[config.mk]
export PLATFORM = sky130hd
export DESIGN_NAME = sm83_decode_unit
export DESIGN_NICKNAME = d
export VERILOG_FILES = /design/src/rtl/sm83_decode_unit.sv
export SDC_FILE = /design/constraint.sdc
export NUM_CORES = 1
export LEC_CHECK = 0
export ABC_AREA = 1
export CORE_UTILIZATION = 40
export CTS_BUF_LIST = sky130_fd_sc_hd__clkbuf_8
export CTS_CLUSTER_DIAMETER = 60
export DETAILED_ROUTE_END_ITERATION = 12
export PLACE_DENSITY = 0.76
export SLEW_MARGIN = 20
export SYNTH_ARGS = -nofsm -noshare
export SYNTH_HDL_FRONTEND = slang
export SYNTH_SLANG_ARGS = --single-unit
[constraint.sdc]
create_clock -name CLK -period 0.8 [get_ports CLK]
set_input_delay 0.08 -clock CLK [delete_from_list [all_inputs] [get_ports CLK]]
set_output_delay 0.08 -clock CLK [all_outputs]
set_load 0.02 [all_outputs]
[src/rtl/sm83_decode_unit.sv]
`default_nettype none
// ============================================================================
//  Module   : sm83_decode_unit
//  Purpose  : Three-stage SM83 opcode decoder. Raw field/opcode terms (d),
//             instruction classes (w) and datapath strobes (x), registered
//             together so every output snapshot is self-consistent.
//  Revision : 1.0  initial release
// ============================================================================
module sm83_decode_unit (
  input  logic         CLK,
  input  logic         nRESET,
  input  logic [7:0]   IR,
  input  logic         CB,
  input  logic [2:0]   MCYC,
  output logic [106:0] d,
  output logic [40:0]  w,
  output logic [68:0]  x
);

  // Specific opcodes recognised by the detectors and small lookup lists
  localparam logic [7:0] c_OP_NOP    = 8'h00;
  localparam logic [7:0] c_OP_STOP   = 8'h10;
  localparam logic [7:0] c_OP_HALT   = 8'h76;
  localparam logic [7:0] c_OP_PREFIX = 8'hCB;
  localparam logic [7:0] c_OP_DI     = 8'hF3;
  localparam logic [7:0] c_OP_EI     = 8'hFB;
  localparam logic [7:0] c_OP_JP_NN  = 8'hC3;
  localparam logic [7:0] c_OP_RET    = 8'hC9;
  localparam logic [7:0] c_OP_RETI   = 8'hD9;
  localparam logic [7:0] c_OP_CALL   = 8'hCD;

  // Opcode fields: X=IR[7:6], Y=IR[5:3], Z=IR[2:0], P=IR[5:4], Q=IR[3]
  logic [1:0] w_fx;
  logic [2:0] w_fy;
  logic [2:0] w_fz;
  logic [1:0] w_fp;
  logic       w_fq;
  logic       w_nc;

  assign w_fx = IR[7:6];
  assign w_fy = IR[5:3];
  assign w_fz = IR[2:0];
  assign w_fp = IR[5:4];
  assign w_fq = IR[3];
  assign w_nc = ~CB;

  logic [106:0] w_d;
  logic [40:0]  w_w;
  logic [68:0]  w_x;
  logic         w_inv_op;
  logic         w_ldh_op;
  logic         w_imm8_op;
  logic         w_imm16_op;

  logic [106:0] r_d;
  logic [40:0]  r_w;
  logic [68:0]  r_x;

  // Stage 1: one-hot field expansion plus specific-opcode detectors
  always_comb begin
    w_d          = '0;
    w_d[7:0]     = 8'd1 << w_fz;
    w_d[15:8]    = 8'd1 << w_fy;
    w_d[19:16]   = 4'd1 << w_fx;
    w_d[23:20]   = 4'd1 << w_fp;
    w_d[25:24]   = w_fq ? 2'b10 : 2'b01;
    w_d[26]      = CB;
    w_d[27]      = w_nc;
    // M-cycles 6 and 7 have no strobe; the group stays blank
    if (MCYC < 3'd6) begin
      w_d[33:28] = 6'd1 << MCYC;
    end
    w_d[97:34]   = 64'd1 << IR[7:2];
    w_d[98]      = w_nc & (IR == c_OP_NOP);
    w_d[99]      = w_nc & (IR == c_OP_HALT);
    w_d[100]     = w_nc & (IR == c_OP_STOP);
    w_d[101]     = w_nc & (IR == c_OP_PREFIX);
    w_d[102]     = w_nc & (IR == c_OP_DI);
    w_d[103]     = w_nc & (IR == c_OP_EI);
    w_d[104]     = w_nc & (IR == c_OP_JP_NN);
    w_d[105]     = w_nc & (IR == c_OP_RET);
    w_d[106]     = w_nc & (IR == c_OP_RETI);
  end

  // Opcode lists that do not follow the field structure
  always_comb begin
    w_inv_op   = 1'b0;
    w_ldh_op   = 1'b0;
    w_imm8_op  = 1'b0;
    w_imm16_op = 1'b0;
    case (IR)
      8'hD3, 8'hDB, 8'hDD, 8'hE3, 8'hE4, 8'hEB,
      8'hEC, 8'hED, 8'hF4, 8'hFC, 8'hFD: w_inv_op = 1'b1;
      default: w_inv_op = 1'b0;
    endcase
    case (IR)
      8'hE0, 8'hF0, 8'hE2, 8'hF2: w_ldh_op = 1'b1;
      default: w_ldh_op = 1'b0;
    endcase
    case (IR)
      8'hE0, 8'hF0, 8'hE8, 8'hF8: w_imm8_op = 1'b1;
      default: w_imm8_op = 1'b0;
    endcase
    case (IR)
      8'h08, 8'hEA, 8'hFA: w_imm16_op = 1'b1;
      default: w_imm16_op = 1'b0;
    endcase
  end

  // Stage 2: fold the stage-1 one-hots into instruction classes
  always_comb begin
    w_w     = '0;
    w_w[0]  = w_nc & w_d[17] & (IR != c_OP_HALT);
    w_w[1]  = w_nc & w_d[18];
    w_w[2]  = w_nc & w_d[19] & w_d[6];
    w_w[3]  = w_nc & w_d[16] & w_d[6];
    w_w[4]  = w_nc & w_d[16] & w_d[4];
    w_w[5]  = w_nc & w_d[16] & w_d[5];
    w_w[6]  = w_nc & w_d[16] & w_d[1] & w_d[24];
    w_w[7]  = w_nc & w_d[16] & w_d[1] & w_d[25];
    w_w[8]  = w_nc & w_d[16] & w_d[3] & w_d[24];
    w_w[9]  = w_nc & w_d[16] & w_d[3] & w_d[25];
    w_w[10] = w_nc & w_d[16] & w_d[0] & (w_fy >= 3'd3);
    w_w[11] = w_nc & w_d[16] & w_d[7];
    w_w[12] = w_nc & w_d[16] & w_d[2];
    w_w[13] = w_nc & w_d[19] & w_d[0] & (w_fy < 3'd4);
    w_w[14] = w_nc & w_d[19] & w_d[1] & w_d[24];
    w_w[15] = w_nc & w_d[19] & w_d[2] & (w_fy < 3'd4);
    w_w[16] = w_nc & w_d[19] & w_d[4] & (w_fy < 3'd4);
    w_w[17] = w_nc & w_d[19] & w_d[5] & w_d[24];
    w_w[18] = w_nc & w_d[19] & w_d[7];
    w_w[19] = w_nc & (IR == c_OP_CALL);
    w_w[20] = CB & w_d[16];
    w_w[21] = CB & w_d[17];
    w_w[22] = CB & w_d[18];
    w_w[23] = CB & w_d[19];
    w_w[24] = w_d[6];
    w_w[25] = w_d[14];
    w_w[26] = w_nc & w_inv_op;
    w_w[27] = w_nc & w_ldh_op;
  end

  // Stage 3: register selects, op selects and control strobes
  always_comb begin
    w_x        = '0;
    w_x[7:0]   = (w_w[0] | w_w[1] | w_w[20] | w_w[21] | w_w[22] | w_w[23]) ? w_d[7:0] : 8'd0;
    w_x[15:8]  = (w_w[0] | w_w[3] | w_w[4] | w_w[5]) ? w_d[15:8] : 8'd0;
    w_x[19:16] = (w_w[6] | w_w[7] | w_w[8] | w_w[9] | w_w[14] | w_w[17]) ? w_d[23:20] : 4'd0;
    w_x[27:20] = (w_w[1] | w_w[2]) ? w_d[15:8] : 8'd0;
    // JR cc only for Y>=4; plain JR (Y=3) carries no condition
    w_x[31:28] = (w_w[13] | w_w[15] | w_w[16] | (w_w[10] & (w_fy >= 3'd4)))
                 ? (4'd1 << IR[4:3]) : 4'd0;
    w_x[39:32] = w_w[18] ? w_d[15:8] : 8'd0;
    w_x[47:40] = (w_w[21] | w_w[22] | w_w[23]) ? w_d[15:8] : 8'd0;
    w_x[55:48] = w_w[20] ? w_d[15:8] : 8'd0;
    w_x[56]    = w_w[24] & (w_w[0] | w_w[1] | w_w[4] | w_w[5] |
                            w_w[20] | w_w[21] | w_w[22] | w_w[23]);
    w_x[57]    = (w_w[25] & (w_w[0] | w_w[3] | w_w[4] | w_w[5])) |
                 (w_w[24] & (w_w[20] | w_w[22] | w_w[23]));
    w_x[58]    = w_w[2] | w_w[3] | w_w[10] | (w_nc & w_imm8_op);
    w_x[59]    = w_w[6] | w_w[15] | w_w[16] | w_w[19] | w_d[104] | (w_nc & w_imm16_op);
    w_x[60]    = w_w[16] | w_w[17] | w_w[18] | w_w[19];
    w_x[61]    = w_w[13] | w_w[14] | w_d[105] | w_d[106];
    w_x[62]    = w_d[103] | w_d[106];
    w_x[63]    = w_d[102];
    w_x[64]    = w_d[99];
    w_x[65]    = w_d[100];
    w_x[66]    = w_d[101];
    w_x[67]    = w_w[26];
    w_x[68]    = ~w_w[26];
  end

  // Output registers: all three vectors captured together, cleared on reset
  always_ff @(posedge CLK or negedge nRESET) begin
    if (!nRESET) begin
      r_d <= '0;
      r_w <= '0;
      r_x <= '0;
    end else begin
      r_d <= w_d;
      r_w <= w_w;
      r_x <= w_x;
    end
  end

  assign d = r_d;
  assign w = r_w;
  assign x = r_x;

endmodule
`default_nettype wire

# Word level (Yosys, flattened, before mapping)
# Index checks and enable logic that the tools add are counted.
[classes]
shifts = 7
n_reduce_logical = 5
bitwise = 97
n_lt_le_gt_ge = 4
muxes = 14
n_eq_ne = 30
[ops]
columns = ["op", "n"]
rows = [
  ["$eq A8 B8 Y1 const B", 26],
  ["$shl A1 B6 Y64 const A", 1],
  ["$and A1 B1 Y1", 52],
  ["$mux W8", 6],
  ["$or A1 B1 Y1", 43],
  ["$shl A1 B3 Y8 const A", 2],
  ["$shl A1 B2 Y4 const A", 3],
  ["$reduce_or A11 Y1", 1],
  ["$eq A8 B4 Y1 const B", 1],
  ["$eq A8 B5 Y1 const B", 1],
  ["$eq A8 B7 Y1 const B", 1],
  ["$logic_not A8 Y1", 1],
  ["$mux W4", 2],
  ["$ne A8 B7 Y1 const B", 1],
  ["$reduce_or A4 Y1", 2],
  ["$lt A3 B3 Y1 const B", 2],
  ["$mux W6", 1],
  ["$shl A1 B3 Y6 const A", 1],
  ["$mux W1", 4],
  ["$ge A3 B2 Y1 const B", 1],
  ["$ge A3 B3 Y1 const B", 1],
  ["$reduce_or A3 Y1", 1],
  ["$mux W2", 1],
  ["$not A1 Y1", 2],
]
[word_totals]
inputBits = 14
regBits = 204
word_cells = 160
out_inout_bits = 217

# Longest topological paths before layout
[logic_depth]
word_depth = 11
mapped_depth = 9
depth_no_buf = 8

# Worst setup path after synthesis
# OpenSTA, ideal clock, no wires.
[synth_path]
path_kind = "input -> register"
startpoint = "input IR[5]"
endpoint = "register r_x[4] (netlist: x[4])"
arrival_time_ns = 0.908
cell_stages = 7
required_ns = 0.663
slack_ns = -0.245
setup_time_ns = 0.137
path_buffers = 2
cell_sequence = "buf_4 -> nand2_1 -> nor2_1 -> nand2_1 -> nand2_2 -> buf_2 -> a21oi_1"
[synth_between]
elab_chain_len = 8
[synth_lines]
columns = ["element", "line", "rtl"]
rows = [
  ["from (decl)", "12", "input logic [7:0] IR,"],
  ["$ne A8 B7 Y1", "113", "w_w[0] = w_nc & w_d[17] & (IR != c_OP_HALT);"],
  ["$and A1 B1 Y1", "113", ""],
  ["$or A1 B1 Y1 (5 in a row)", "146", "w_x[7:0] = (w_w[0] | w_w[1] | w_w[20] | w_w[21] | w_w[22] | w_w[23]) ? w_d[7:0] : 8'd0;"],
  ["$mux W8", "146", ""],
  ["named net w_x[4]", "49", "logic [68:0] w_x;"],
  ["to (signal assigned)", "182", "r_x <= w_x;"],
  ["to (decl)", "57", "logic [68:0] r_x;"],
]
# The timed path passes the listed nets, and every way through them passes these cells.

# Worst setup path in the final report
[layout_path]
startpoint = "register r_d[6] (netlist: d[6])"
endpoint = "output d[6]"
[layout_rtl]
columns = ["element", "line", "rtl"]
rows = [
  ["from (decl)", "55", "logic [106:0] r_d;"],
  ["from (signal assigned)", "180", "r_d <= w_d;"],
  ["to (decl)", "15", "output logic [106:0] d,"],
]
# No word-level cell between the ends.

==> insert_results.sql <==
INSERT INTO impl_metrics (metric_group, metric, value, unit) VALUES
('grt', 'grt_antenna_before_repair', '0', ''),
('floorplanning', 'std_cell_rows', '46', ''),
('synthesis', 'synth_sequential_area_ratio', '75.70', '%'),
('sta', 'final.setup.worst_slack', '-0.3334', 'ns'),
('synthesis', 'post_synth_num_cell_types', '23', ''),
('synthesis', 'post_synth_inst_count', '558', ''),
('setup_path', 'worst_path_max_delay_cell', 'sky130_fd_sc_hd__dfrtp_1', ''),
('cts', 'cts_max_path_buffers', '2', ''),
('grt', 'first_global_vias', '5035', ''),
('power_and_ir_drop', 'vdd.ir_drop.worst', '1.053', 'mV'),
('power_and_ir_drop', 'sw_frac_of_total', '26.81', '%'),
('place', 'portBuffers', '217', ''),
('floorplanning', 'die_height', '129.6', 'um'),
('status', 'status', 'complete, but fails checks', ''),
('layout', 'postLayoutCoreUtil', '66.05', '%'),
('layout', 'antenna-diode-count', '0', ''),
('sta', 'final_min_period_over_clock_period', '141.7', '%'),
('power_and_ir_drop', 'cellInternalPower', '13.93', 'mW'),
('setup_path', 'cp-start-kind', 'flop', ''),
('detailed_routing', 'post-route-drc-count', '0', ''),
('place', 'placedCellCount', '1059', ''),
('floorplanning', 'boundaryPins', '231', ''),
('cts', 'clk_transition_reported_paths', '0.10', 'ns'),
('detailed_routing', 'dr_total_vias', '5032', ''),
('floorplanning', 'die_width', '129.6', 'um'),
('detailed_routing', 'first_pass_iteration_count_of_the_detailed_router', '4', ''),
('power_and_ir_drop', 'overall_power_consumption', '19.03', 'mW'),
('detailed_routing', 'wire_per_inst', '16.97', 'um'),
('sta', 'timing.final.crit_period', '1.133', 'ns'),
('setup_path', 'timing.setup.critical_path_class', 'reg2out', ''),
('grt', 'grt_use_total', '23.07', '%'),
('floorplanning', 'core-area', '15890', 'sq um'),
('sta', 'grt_setup_unrepaired', 'yes', ''),
('floorplanning', 'die_outline_area', '16790', 'sq um'),
('setup_path', 'critPathArrivalTime', '1.05', 'ns'),
('sta', 'fin_setup_tns', '-59.94', 'ns'),
('power_and_ir_drop', 'p_clk_share', '35.6', '%'),
('power_and_ir_drop', 'leak_pwr', '5.528', 'nW'),
('cts', 'tritoncts_clock_tree', 'built', ''),
('setup_path', 'critPathMaxStageDelay', '0.42', 'ns'),
('setup_path', 'crit_fanout', '2', ''),
('detailed_routing', 'route.antenna.remaining_nets', '0', ''),
('grt', 'globalRoute.totalOverflow', '0', ''),
('cts', 'cts_buffers', '17', ''),
('sta', 'hold_ws', '0.03904', 'ns'),
('layout', 'layout-drive-gt1-share', '45.17', '%'),
('place', 'detailed_place_hpwl', '13600', 'um'),
('sta', 'maxSlewViolCount', '0', ''),
('power_and_ir_drop', 'total_switching_power', '5.100', 'mW'),
('synthesis', 'ys_ff_latch', '197', ''),
('sta', 'setup_viol_count_final', '230', ''),
('cts', 'cts-root-buf', 'sky130_fd_sc_hd__clkbuf_8', ''),
('detailed_routing', 'met2WireLength', '9615', 'um'),
('layout', 'post_layout_cell_count', '1106', ''),
('setup_path', 'timing.critical_path.max_delay_family', 'flip-flops', ''),
('place', 'gp_congestion', '0.8479', ''),
('setup_path', 'crit_required', '0.72', 'ns'),
('floorplanning', 'initial_utilization', '41.00', '%'),
('synthesis', 'avg_synthesized_cell_area', '11.67', 'sq um'),
('synthesis', 'synth-edff-count', '0', ''),
('min_path', 'hold_crit_class', 'in2reg', ''),
('status', 'violated_checks', 'negative setup slack', ''),
('setup_path', 'critical_path.cell_chain', 'buf_2', ''),
('setup_path', 'cp-end-kind', 'primary output', ''),
('flow_run', 'maxCapViolCount', '0', ''),
('detailed_routing', 'met3_length', '1201', 'um'),
('synthesis', 'postSynth.topFlopCell', 'sky130_fd_sc_hd__dfrtp_1', ''),
('grt', 'grt_start_max_net_pins', '39', ''),
('sta', 'hold_fails_final_rpt', '0', ''),
('layout', 'layout_common_cells', 'sky130_fd_sc_hd__buf_6 (203), sky130_fd_sc_hd__dfrtp_1 (197), sky130_fd_sc_hd__nor2_1 (137)', ''),
('layout', 'commonest_non_fill_non_tap_cell_in_the_layout', 'sky130_fd_sc_hd__buf_6', '');
[repair_timing]
action,in CTS,in global routing
setup buffers,5,7
hold buffers,1,2
endpoints found under the hold margin,197,3
resized for setup,1244,30
pin swaps,8,8
endpoints found under the setup margin,367,268
[Yosys cell counts, types with 2 or more instances]
| cell type | n | share of area [%] |
|---|---|---|
| sky130_fd_sc_hd__nor2_4 | 3 | 0.52 |
| sky130_fd_sc_hd__dfrtp_1 | 197 | 76 |
| sky130_fd_sc_hd__nand3_1 | 13 | 1.0 |
| sky130_fd_sc_hd__nor4_1 | 2 | 0.19 |
| sky130_fd_sc_hd__o21ai_0 | 3 | 0.23 |
| sky130_fd_sc_hd__inv_2 | 7 | 0.40 |
| sky130_fd_sc_hd__and2_1 | 4 | 0.38 |
| sky130_fd_sc_hd__nand2_1 | 52 | 3.0 |
| sky130_fd_sc_hd__nor2_1 | 153 | 8.8 |
| sky130_fd_sc_hd__inv_1 | 47 | 2.7 |
| sky130_fd_sc_hd__clkbuf_1 | 6 | 0.35 |
| sky130_fd_sc_hd__nor3_1 | 8 | 0.61 |
| sky130_fd_sc_hd__buf_2 | 6 | 0.46 |
| sky130_fd_sc_hd__nor2_2 | 6 | 0.58 |
| sky130_fd_sc_hd__buf_4 | 22 | 2.5 |
| sky130_fd_sc_hd__a21oi_1 | 20 | 1.5 |
| sky130_fd_sc_hd__nand2_2 | 3 | 0.29 |
[power by group through the flow]
stage / registers [mW] / clock network (mW) / logic, mW
6_report: 10.2 / 6.78 / 2.03
5_1_grt: 10.2 / 7.33 / 2.19
4_1_cts: 10.2 / 6.93 / 2.00
3_5_place_dp: 10.4 / 0 / 1.93
3_3_place_gp: 10.4 / 0 / 1.89
2_1_floorplan: 10.6 / 0 / 0.577
[logic make-up after synthesis]
logic type      after synthesis  synth area share (%)
other cells                   1               0.05758
flops                       197                 75.70
simple gates                244                 15.39
compound gates               27                 2.229
buf+inv                      89                 6.628
[flip-flops by register name, indices dropped and copies added (netlist names)]
signal and count:
d 103, w 25, x 69
[final timing paths]
path	cells past startpoint	from	endpoint
max in group asynchronous	3	nRESET	x[51]$_DFF_PN0_
min	2	IR[3]	d[25]$_DFF_PN0_
min in group asynchronous	2	nRESET	d[13]$_DFF_PN0_
max	1	d[6]$_DFF_PN0_	d[6]
[final cells by class]
| cell class | count | area share (%) |
|---|---|---|
| Tap cell | 216 | 2.576 |
| Clock inverter | 15 | 1.896 |
| Sequential cell | 197 | 46.98 |
| Clock buffer | 17 | 2.230 |
| Timing Repair Buffer | 323 | 31.52 |
| Multi-Input combinational cell | 284 | 12.82 |
| Inverter | 54 | 1.979 |
[layer usage]
layer / vias to the layer above / track usage (%)
met5: - / 0
met2: 200 / 38.79
met4: 0 / 8.345
li1: 2296 / -
met1: 2506 / 29.00
met3: 30 / 5.739
(Power assumes the default switching activity.)
